==> config.mk <==
export PLATFORM = sky130hd
export DESIGN_NAME = pwm_ramp_sequencer
export DESIGN_NICKNAME = d
export VERILOG_FILES = /design/src/rtl/pwm_pkg.sv /design/src/rtl/pwm_ramp_step.sv /design/src/rtl/pwm_ramp_sequencer.sv
export SDC_FILE = /design/constraint.sdc
export NUM_CORES = 1
export LEC_CHECK = 0
export ABC_CLOCK_PERIOD_IN_PS = 8500
export CORE_MARGIN = 5
export CORE_UTILIZATION = 61
export DETAILED_ROUTE_END_ITERATION = 7
export PLACE_DENSITY = 0.86
export SLEW_MARGIN = 25
export SYNTH_ARGS = -nofsm -noshare
export SYNTH_HDL_FRONTEND = slang
export SYNTH_SLANG_ARGS = --single-unit
==> constraint.sdc <==
create_clock -name csi_clk -period 8.5 [get_ports csi_clk]
set_input_delay 1.7 -clock csi_clk [delete_from_list [all_inputs] [get_ports csi_clk]]
set_output_delay 1.7 -clock csi_clk [all_outputs]
set_load 0.01 [all_outputs]
==> src/rtl/pwm_pkg.sv <==
// Shared encodings for the PWM ramp sequencer: states, register map and CTRL/STATUS bit positions.
// Purely declarative; no logic, so no latency or backpressure of its own.
package pwm_pkg;
  localparam int DW_DEF = 32;

  typedef enum logic [1:0] {
    ST_IDLE  = 2'd0,
    ST_RAMP  = 2'd1,
    ST_HOLD  = 2'd2,
    ST_FAULT = 2'd3
  } state_e;

  localparam logic [2:0] A_CTRL     = 3'd0;
  localparam logic [2:0] A_PERIOD   = 3'd1;
  localparam logic [2:0] A_TARGET   = 3'd2;
  localparam logic [2:0] A_STEP     = 3'd3;
  localparam logic [2:0] A_INTERVAL = 3'd4;
  localparam logic [2:0] A_STATUS   = 3'd5;
  localparam logic [2:0] A_CURRENT  = 3'd6;

  localparam int C_START     = 0;
  localparam int C_STOP      = 1;
  localparam int C_IRQ_EN    = 2;
  localparam int C_IRQ_CLR   = 3;
  localparam int C_FAULT_CLR = 4;

  localparam int S_DONE   = 2;
  localparam int S_FAULT  = 3;
  localparam int S_IRQ_EN = 4;
endpackage

==> src/rtl/pwm_ramp_step.sv <==
// Combinational saturating step of cur toward tgt by step; never overshoots or wraps.
// Zero latency, no flow control.
module pwm_ramp_step
  import pwm_pkg::*;
#(
  parameter int DW = DW_DEF
) (
  input  logic [DW-1:0] cur_i,
  input  logic [DW-1:0] tgt_i,
  input  logic [DW-1:0] step_i,
  output logic [DW-1:0] nxt_o
);
  logic [DW:0] sum;
  logic [DW:0] diff;

  always_comb begin
    sum   = {1'b0, cur_i} + {1'b0, step_i};
    diff  = {1'b0, cur_i} - {1'b0, step_i};
    nxt_o = cur_i;
    if (cur_i < tgt_i) begin
      nxt_o = (sum >= {1'b0, tgt_i}) ? tgt_i : sum[DW-1:0];
    end else if (cur_i > tgt_i) begin
      // diff[DW] is the borrow out: step larger than cur
      nxt_o = (diff[DW] || (diff[DW-1:0] <= tgt_i)) ? tgt_i : diff[DW-1:0];
    end
  end
endmodule

==> src/rtl/pwm_ramp_sequencer.sv <==
// Avalon-MM controller sequencing a PWM core: soft start/stop duty ramp, fault shutdown, done/fault irq.
// Reads return one cycle after avs_read with no wait states; duty/period change only on period_end, START or fault.
module pwm_ramp_sequencer
  import pwm_pkg::*;
#(
  parameter int DW           = DW_DEF,
  parameter int MIN_INTERVAL = 1
) (
  input  logic          csi_clk,
  input  logic          csi_reset,
  input  logic          avs_chipselect,
  input  logic [2:0]    avs_address,
  input  logic          avs_write,
  input  logic [31:0]   avs_writedata,
  input  logic          avs_read,
  output logic [31:0]   avs_readdata,
  input  logic          coe_period_end,
  input  logic          coe_fault,
  output logic          coe_pwm_en,
  output logic [DW-1:0] coe_pwm_t,
  output logic [DW-1:0] coe_pwm_d,
  output logic          ins_irq
);
  localparam logic [31:0] MIN_IVL = 32'(MIN_INTERVAL);

  state_e        state_q, state_d;
  logic          en_q, en_d, stopping_q, stopping_d, done_q, done_d, fault_q, fault_d;
  logic          irq_en_q, irq_en_d, done_evt_q, done_evt_d, fault_evt_q, fault_evt_d;
  logic [DW-1:0] period_q, period_d, target_q, target_d, step_q, step_d;
  logic [DW-1:0] cur_q, cur_d, pwm_t_q, pwm_t_d;
  logic [31:0]   interval_q, interval_d, ivl_q, ivl_d, rdata_q, rdata_d;

  logic          wr, rd, ctrl_wr, start_c, stop_c, irq_clr_c, fault_clr_c;
  logic [DW-1:0] tgt_eff, step_nxt;
  logic [31:0]   ivl_load;

  assign wr          = avs_chipselect & avs_write;
  assign rd          = avs_chipselect & avs_read;
  assign ctrl_wr     = wr && (avs_address == A_CTRL);
  assign start_c     = ctrl_wr & avs_writedata[C_START];
  assign stop_c      = ctrl_wr & avs_writedata[C_STOP];
  assign irq_clr_c   = ctrl_wr & avs_writedata[C_IRQ_CLR];
  assign fault_clr_c = ctrl_wr & avs_writedata[C_FAULT_CLR];

  // Stopping overrides the programmed target with the soft-stop target of zero.
  assign tgt_eff  = stopping_q ? '0 : ((target_q < period_q) ? target_q : period_q);
  assign ivl_load = (interval_q < MIN_IVL) ? MIN_IVL : interval_q;

  pwm_ramp_step #(.DW(DW)) u_step (
    .cur_i  (cur_q),
    .tgt_i  (tgt_eff),
    .step_i (step_q),
    .nxt_o  (step_nxt)
  );

  always_comb begin
    state_d     = state_q;
    en_d        = en_q;
    stopping_d  = stopping_q;
    done_d      = done_q;
    fault_d     = fault_q;
    irq_en_d    = irq_en_q;
    done_evt_d  = done_evt_q;
    fault_evt_d = fault_evt_q;
    period_d    = period_q;
    target_d    = target_q;
    step_d      = step_q;
    interval_d  = interval_q;
    ivl_d       = ivl_q;
    cur_d       = cur_q;
    pwm_t_d     = pwm_t_q;
    rdata_d     = rdata_q;

    if (wr) begin
      case (avs_address)
        A_PERIOD:   period_d   = DW'(avs_writedata);
        A_TARGET:   target_d   = DW'(avs_writedata);
        A_STEP:     step_d     = DW'(avs_writedata);
        A_INTERVAL: interval_d = avs_writedata;
        default: ;
      endcase
    end
    if (ctrl_wr) irq_en_d = avs_writedata[C_IRQ_EN];

    if (rd) begin
      rdata_d = '0;
      case (avs_address)
        A_PERIOD:   rdata_d = 32'(period_q);
        A_TARGET:   rdata_d = 32'(target_q);
        A_STEP:     rdata_d = 32'(step_q);
        A_INTERVAL: rdata_d = interval_q;
        A_STATUS: begin
          rdata_d[1:0]     = state_q;
          rdata_d[S_DONE]  = done_q;
          rdata_d[S_FAULT] = fault_q;
          rdata_d[S_IRQ_EN] = irq_en_q;
        end
        A_CURRENT:  rdata_d = 32'(cur_q);
        default: ;
      endcase
    end

    if (en_q && coe_period_end) pwm_t_d = period_q;

    if (coe_fault && (state_q != ST_IDLE)) begin
      state_d    = ST_FAULT;
      en_d       = 1'b0;
      cur_d      = '0;
      fault_d    = 1'b1;
      stopping_d = 1'b0;
    end else begin
      case (state_q)
        ST_IDLE: begin
          if (start_c && !stop_c) begin
            state_d    = ST_RAMP;
            en_d       = 1'b1;
            cur_d      = '0;
            ivl_d      = ivl_load;
            done_d     = 1'b0;
            stopping_d = 1'b0;
            pwm_t_d    = period_q;
          end
        end
        ST_RAMP, ST_HOLD: begin
          if (stop_c) begin
            stopping_d = 1'b1;
            state_d    = ST_RAMP;
          end else if (state_q == ST_RAMP) begin
            if (coe_period_end) begin
              if (ivl_q <= 32'd1) begin
                cur_d = step_nxt;
                ivl_d = ivl_load;
                if (step_nxt == tgt_eff) begin
                  done_d = 1'b1;
                  if (stopping_q) begin
                    en_d       = 1'b0;
                    stopping_d = 1'b0;
                    state_d    = ST_IDLE;
                  end else begin
                    state_d = ST_HOLD;
                  end
                end
              end else begin
                ivl_d = ivl_q - 32'd1;
              end
            end
          end else if (tgt_eff != cur_q) begin
            done_d  = 1'b0;
            state_d = ST_RAMP;
          end
        end
        default: begin
          // Only reached with coe_fault low, so a clear here is always honoured.
          if (fault_clr_c) begin
            fault_d = 1'b0;
            state_d = ST_IDLE;
          end
        end
      endcase
    end

    if (irq_clr_c) begin
      done_evt_d  = 1'b0;
      fault_evt_d = 1'b0;
    end
    if (done_d && !done_q)   done_evt_d  = 1'b1;
    if (fault_d && !fault_q) fault_evt_d = 1'b1;
  end

  always_ff @(posedge csi_clk) begin
    if (csi_reset) begin
      state_q     <= ST_IDLE;
      en_q        <= 1'b0;
      stopping_q  <= 1'b0;
      done_q      <= 1'b0;
      fault_q     <= 1'b0;
      irq_en_q    <= 1'b0;
      done_evt_q  <= 1'b0;
      fault_evt_q <= 1'b0;
      period_q    <= '0;
      target_q    <= '0;
      step_q      <= '0;
      interval_q  <= '0;
      ivl_q       <= '0;
      cur_q       <= '0;
      pwm_t_q     <= '0;
      rdata_q     <= '0;
    end else begin
      state_q     <= state_d;
      en_q        <= en_d;
      stopping_q  <= stopping_d;
      done_q      <= done_d;
      fault_q     <= fault_d;
      irq_en_q    <= irq_en_d;
      done_evt_q  <= done_evt_d;
      fault_evt_q <= fault_evt_d;
      period_q    <= period_d;
      target_q    <= target_d;
      step_q      <= step_d;
      interval_q  <= interval_d;
      ivl_q       <= ivl_d;
      cur_q       <= cur_d;
      pwm_t_q     <= pwm_t_d;
      rdata_q     <= rdata_d;
    end
  end

  assign avs_readdata = rdata_q;
  assign coe_pwm_en   = en_q;
  assign coe_pwm_t    = pwm_t_q;
  assign coe_pwm_d    = cur_q;
  assign ins_irq      = irq_en_q & (done_evt_q | fault_evt_q);
endmodule

Word-level counts from Yosys, hierarchy flattened
Cells that the tools add are included.
{"block": "totals", "regBits": 265, "input_bits": 42, "output_inout_bits": 98, "elab_cells": 156}
{"block": "op_classes", "addsub": 3, "n_lt_le_gt_ge": 7, "n_eq_ne": 26, "n_mux": 66, "bitwise_logic": 9, "reduce_logical": 29}
{"operator": "32-bit two-way mux", "count": 21}
{"operator": "27-bit case mux with 5 select lines", "count": 1}
{"operator": "32-bit case mux with 2 select lines", "count": 2}
{"operator": "32-bit less-than comparator", "count": 2}
{"operator": "32-bit by 32-bit adder with 33-bit output", "count": 1}
{"operator": "33-bit by 32-bit greater-or-equal comparator with 1-bit output", "count": 1}
{"operator": "32-bit by 32-bit subtractor with 33-bit output", "count": 1}
{"operator": "32-bit == test", "count": 1}
{"operator": "32-bit greater-than comparator", "count": 1}
{"operator": "32-bit by 1-bit <= comparator with 1-bit output, second input constant", "count": 1}
{"operator": "32-bit <= comparator", "count": 1}
{"operator": "32-bit by 1-bit less-than comparator with 1-bit output, second input constant", "count": 1}
{"operator": "32-bit inequality test", "count": 1}
{"operator": "32-bit by 1-bit subtractor with 32-bit output, second input constant", "count": 1}
{"operator": "5-bit case mux with 6 select lines", "count": 1}
{"operator": "1-bit two-way mux", "count": 27}
{"operator": "6-bit AND reduction", "count": 4}
{"operator": "2-bit two-way mux", "count": 10}
{"operator": "5-bit inequality test, second input constant", "count": 4}
{"operator": "3-bit inequality test, second input constant", "count": 5}
{"operator": "2-bit inequality test, second input constant", "count": 7}
{"operator": "3-bit == test, second input constant", "count": 3}
{"operator": "2-bit AND reduction", "count": 4}
{"operator": "8-bit AND reduction", "count": 1}
{"operator": "18 further kinds", "count": 38}

Logic depth before layout (Yosys ltp)
{"block": "logic_depth", "depth_word": 18, "mapped_depth": 32, "depth_no_buf": 29}

By module
From an unflattened synthesis, not the netlist that was laid out.
{"block": "unflattened", "hier_cells": 3099, "area_unflattened_um2": 22153.7}
{"mod": "pwm_ramp_sequencer", "instances": 1, "cells_per_inst": 2045, "area_per_inst_um2": 14784.2, "seq_area_each_um2": 5305.1}
{"mod": "pwm_ramp_step", "instances": 1, "cells_per_inst": 1054, "area_per_inst_um2": 7369.6, "seq_area_each_um2": 0.0}

Least setup slack after synthesis
OpenSTA, ideal clock, no wires.
{"block": "synth_path", "path_type": "register -> register", "start": "reg cur_q[0] (netlist: coe_pwm_d[0])", "end": "reg stopping_q", "setup_time_ns": 0.122, "t_arrival_ns": 6.124, "required_time_ns": 8.378, "path_slack_ns": 2.255, "path_stages_with_launch": 32, "n_path_buf": 2, "synth_period_minus_slack_ns": 6.245, "path_cell_list": "dfxtp_1 > inv_1 > ha_1 > inv_1 > fa_1 > a211oi_1 > o21bai_1 > o211ai_1 > a21oi_1 > o21ai_0 > o21ai_0 > a21o_1 > a21oi_1 > xnor2_1 > ha_1 > o21ai_0 > nor2_1 > a2111oi_0 > o21a_1 > a32oi_1 > or3_1 > o22a_1 > and2_1 > clkbuf_1 > clkbuf_1 > nand2_1 > nand2_1 > a2111o_1 > nor4_2 > nand4_1 > and3_1 > o311a_1"}
{"block": "synth_via", "elab_chain_cells": 9, "word_cells_on_any_way": 14, "classes_between": "add/sub (2); order compare (4); eq/ne (2); mux (4); reduce/logical (2)"}
{"item": "from (decl)", "line": "pwm_ramp_sequencer.sv:30", "text": "logic [DW-1:0] cur_q, cur_d, pwm_t_q, pwm_t_d;"}
{"item": "from (signal assigned)", "line": "pwm_ramp_sequencer.sv:202", "text": "cur_q <= cur_d;"}
{"item": "32-bit by 32-bit subtractor with 33-bit output", "line": "pwm_ramp_step.sv:18", "text": "diff = {1'b0, cur_i} - {1'b0, step_i};"}
{"item": "32-bit <= comparator", "line": "pwm_ramp_step.sv:24", "text": "nxt_o = (diff[DW] || (diff[DW-1:0] <= tgt_i)) ? tgt_i : diff[DW-1:0];"}
{"item": "1-bit logical OR", "line": "pwm_ramp_step.sv:24"}
{"item": "32-bit two-way mux", "line": "pwm_ramp_step.sv:24"}
{"item": "32-bit two-way mux", "line": "pwm_ramp_step.sv:22", "text": "end else if (cur_i > tgt_i) begin"}
{"item": "32-bit two-way mux *", "line": "pwm_ramp_step.sv:20", "text": "if (cur_i < tgt_i) begin"}
{"item": "32-bit == test *", "line": "pwm_ramp_sequencer.sv:133", "text": "if (step_nxt == tgt_eff) begin"}
{"item": "3-bit inequality test (no source line) *"}
{"item": "6-bit AND reduction (no source line) *"}
{"item": "to (signal assigned)", "line": "pwm_ramp_sequencer.sv:191", "text": "stopping_q <= stopping_d;"}
{"item": "to (decl)", "line": "pwm_ramp_sequencer.sv:27", "text": "logic en_q, en_d, stopping_q, stopping_d, done_q, done_d, fault_q, fault_d;"}
Every way passes the cells marked *; elsewhere a longest branch is shown, timed or not.
A chain may end at the register's enable or synchronous reset.

Final worst setup path
Ends and elaborated chain as after synthesis.

==> run summary <==
status: finished with violations
failing checks: DRC
sw power: 4.35 mW
ant diodes: 0
CTS clk-pin slew, worst paths: 70 ps
vias per inst: 7.20
Compound-Gate Fraction of Synth Area: 0.286
num rows: 69
min Tclk post-route: 8460 ps
vias in the first global route: 24,300
CTS tree: built
GRT Residual Overflow: 0
Critical Path Fanout Max: 23
Syn Inst Count: 3,048
GRT Overall Usage: 0.446
post-route ant nets: 0
met3 Use GR: 0.104
Netlist cell types: 101
most common cell after layout, fill and taps aside: nand2_1
Avg Cell Area, Syn: 7.26 µm²
sw frac: 0.522
initial DRC count: 4,207
Primary FF master, synth: dfxtp_1
leakage: 9.80 nW
WL/cell: 26.5 µm
xor and xnor area share after synthesis: 0.0290
core area: 0.0357 mm²
Largest stage delay, worst path: 610 ps
CP Class: reg2reg
Power Density: 329 mW/mm²
#FFs+latches synth: 265
Gate power share: 0.662
post-synthesis sequential area ratio: 0.240
Rel. slew slack: 0.259
hold_ws: 452 ps
Starting Density: 0.620
I/O pins: 140
mux cell area share after synthesis: 0.0394
die height: 200 µm
Syn-to-layout area delta: 14.7%
Seq pwr share: 0.167
clock latency on the worst-skew pair: 610 ps
total die area: 0.0402 mm²
clock power share: 0.171
Mapped Area: 0.0221 mm²
busiest grt layer: met2
root buffer cell: clkbuf_16
crit start category: flip-flop
clock sink total: 265
Num CTS Buffers: 30
largest net degree at the start of global routing: 85
post-synthesis simple-gate area fraction: 0.231
Final Hold Fails: 0
first-pass GRT wire length: 144,000 µm
Routed WL: 96,200 µm
adder-cell share of the synthesized area: 0.113
crit path DAT: 8950 ps
Worst VDD drop: 0.000335 V
Syn Nets: 3,288
Max-cap violations: 0
fin cells: 3,626
share of cells above drive strength 1: 0.0897
Req. time, crit path: 8990 ps
commonest cells after routing, fill and taps aside: nand2_1 (475), a21oi_1 (365), dfxtp_1 (265), nor2_1 (243), ha_1 (196)
main combinational cell family by area after synthesis: compound AO/OA/AOI/OAI gates
Die Wd: 200 µm
highest-delay cell along the critical path: nor4_1
Final Max Slew Viols: 0
maximum root-to-sink buffer count: 3
met1 usage: 0.584
Worst Hold Class: reg2reg
setup violators final: 0
Port Buf Inserts: 139
Final Cycle Share: 0.995
Worst-Margin Slew: 1100 ps
cell-internal power: 3.99 mW
Synth Warn #: 0
cell total after placement: 3,568
Post-synth ARST share: 0
post-layout net count: 3,381
Residual DRC: 6
RD Place Congestion: 1.15
GR Util met2: 0.675
H-tree depth: 1
vias: 26,100
Post-synth EDFFs: 0
clock skew: 18.0 ps
hpwl dp: 71,200 µm
RSZ-0062 raised after global routing: false
DRT Pass-1 Iters: 8
Crit. End Element: flip-flop
initial antenna violation count: 1
Sum Neg Setup Slack: 0 ps
Max Clk Rate: 118 MHz
## flip-flops by register name, summed over array words and instances, names as in the netlist
| name | cells |
|---|---|
| stopping_q | 1 |
| state_q | 2 |
| ivl_q | 32 |
| coe_pwm_en | 1 |
| step_q | 32 |
| target_q | 32 |
| coe_pwm_t | 32 |
| coe_pwm_d | 32 |
| done_q | 1 |
| done_evt_q | 1 |
| interval_q | 32 |
| avs_readdata | 32 |
| fault_evt_q | 1 |
| fault_q | 1 |
| irq_en_q | 1 |
| period_q | 32 |
## path summary, 6_finish.rpt
kind,startpoint,end,slack [ps],cells past startpoint
worst max-delay path,coe_pwm_d[0],stopping_q,40,30
worst min-delay path,coe_pwm_t[25],coe_pwm_t[25],450,2
worst max register to register,coe_pwm_d[0],stopping_q,40,30
worst min register to register,coe_pwm_t[25],coe_pwm_t[25],450,2
## layer usage
metal,wire length [µm],vias up
met2,40500,2258
li1,-,11300
met1,34700,12100
met5,24,-
met3,14000,491
met4,6990,2
## cell usage after synthesis, drive strengths merged (23+ instances only)
cell type  number  share of area
dfxtp         265           0.24
nand3          59          0.014
buf            43          0.010
mux2           33          0.017
inv           140          0.024
nand2b         24         0.0068
nor3           80          0.018
o211ai         46          0.016
a21oi         370          0.085
and3           23         0.0065
nor4           39          0.012
o22ai          36          0.010
clkbuf        163          0.028
a211oi         38          0.014
nor2          248          0.043
nand2         476          0.081
xnor2          52          0.021
o21ai         153          0.036
ha            196           0.11
a22oi         104          0.035
nor2b          26         0.0074
nand4          49          0.014
mux2i          50          0.023
## final cells by class
class | instances | area [µm²]
Clock inverter | 16 | 233
Timing Repair Buffer | 265 | 2360
Fill cell | 2796 | 10300
Inverter | 141 | 529
Multi-Input combinational cell | 2438 | 15500
Tap cell | 461 | 577
Sequential cell | 265 | 5310
Clock buffer | 40 | 838
## cells by family (layout without fill, tap and decap cells)
| kind of cell | count (synthesis) | after routing |
|---|---|---|
| AO/OA/AOI/OAI | 976 | 977 |
| XOR/XNOR | 70 | 70 |
| adder cells (fa/ha/maj) | 198 | 198 |
| buffers and inverters | 347 | 462 |
| flip-flops | 265 | 265 |
| multiplexers | 83 | 83 |
| AND/OR/NAND/NOR | 1109 | 1110 |
## metrics by stage
| step | instance area (µm²) | util | power (mW) | worst slack, ps |
|---|---|---|---|---|
| global placement | 24300 | 0.680 | 6.58 | 485 |
| CTS | 25300 | 0.711 | 8.04 | 271 |
| floorplan | 22100 | - | 4.83 | 2250 |
| global route | 25400 | 0.711 | 8.65 | 38.1 |
| detailed placement | 24300 | 0.681 | 6.62 | 310 |
| finish | 25400 | 0.711 | 8.33 | 39.4 |
## what timing repair did
action,in CTS,in global routing
gates resized for setup,0,2
endpoints found under the setup margin,0,6
buffers inserted,0,0
hold buffers,0,0
## power by group through the flow
stage	registers, mW	clock network (mW)	logic [mW]
6_report	1.39	1.43	5.52
5_1_grt	1.40	1.47	5.79
4_1_cts	1.38	1.41	5.25
3_5_place_dp	1.41	0	5.21
3_3_place_gp	1.41	0	5.17
2_1_floorplan	1.40	0	3.43
## critical path: cells and delay by family (launching register included)
family          cells  cell delay [ps]
compound gates     14             3470
xor+xnor            1              190
fa+ha+maj           3              980
buf+inv             3              480
flops               1              400
simple gates        9             2820
No activity file was read; power rests on OpenSTA's default activity.
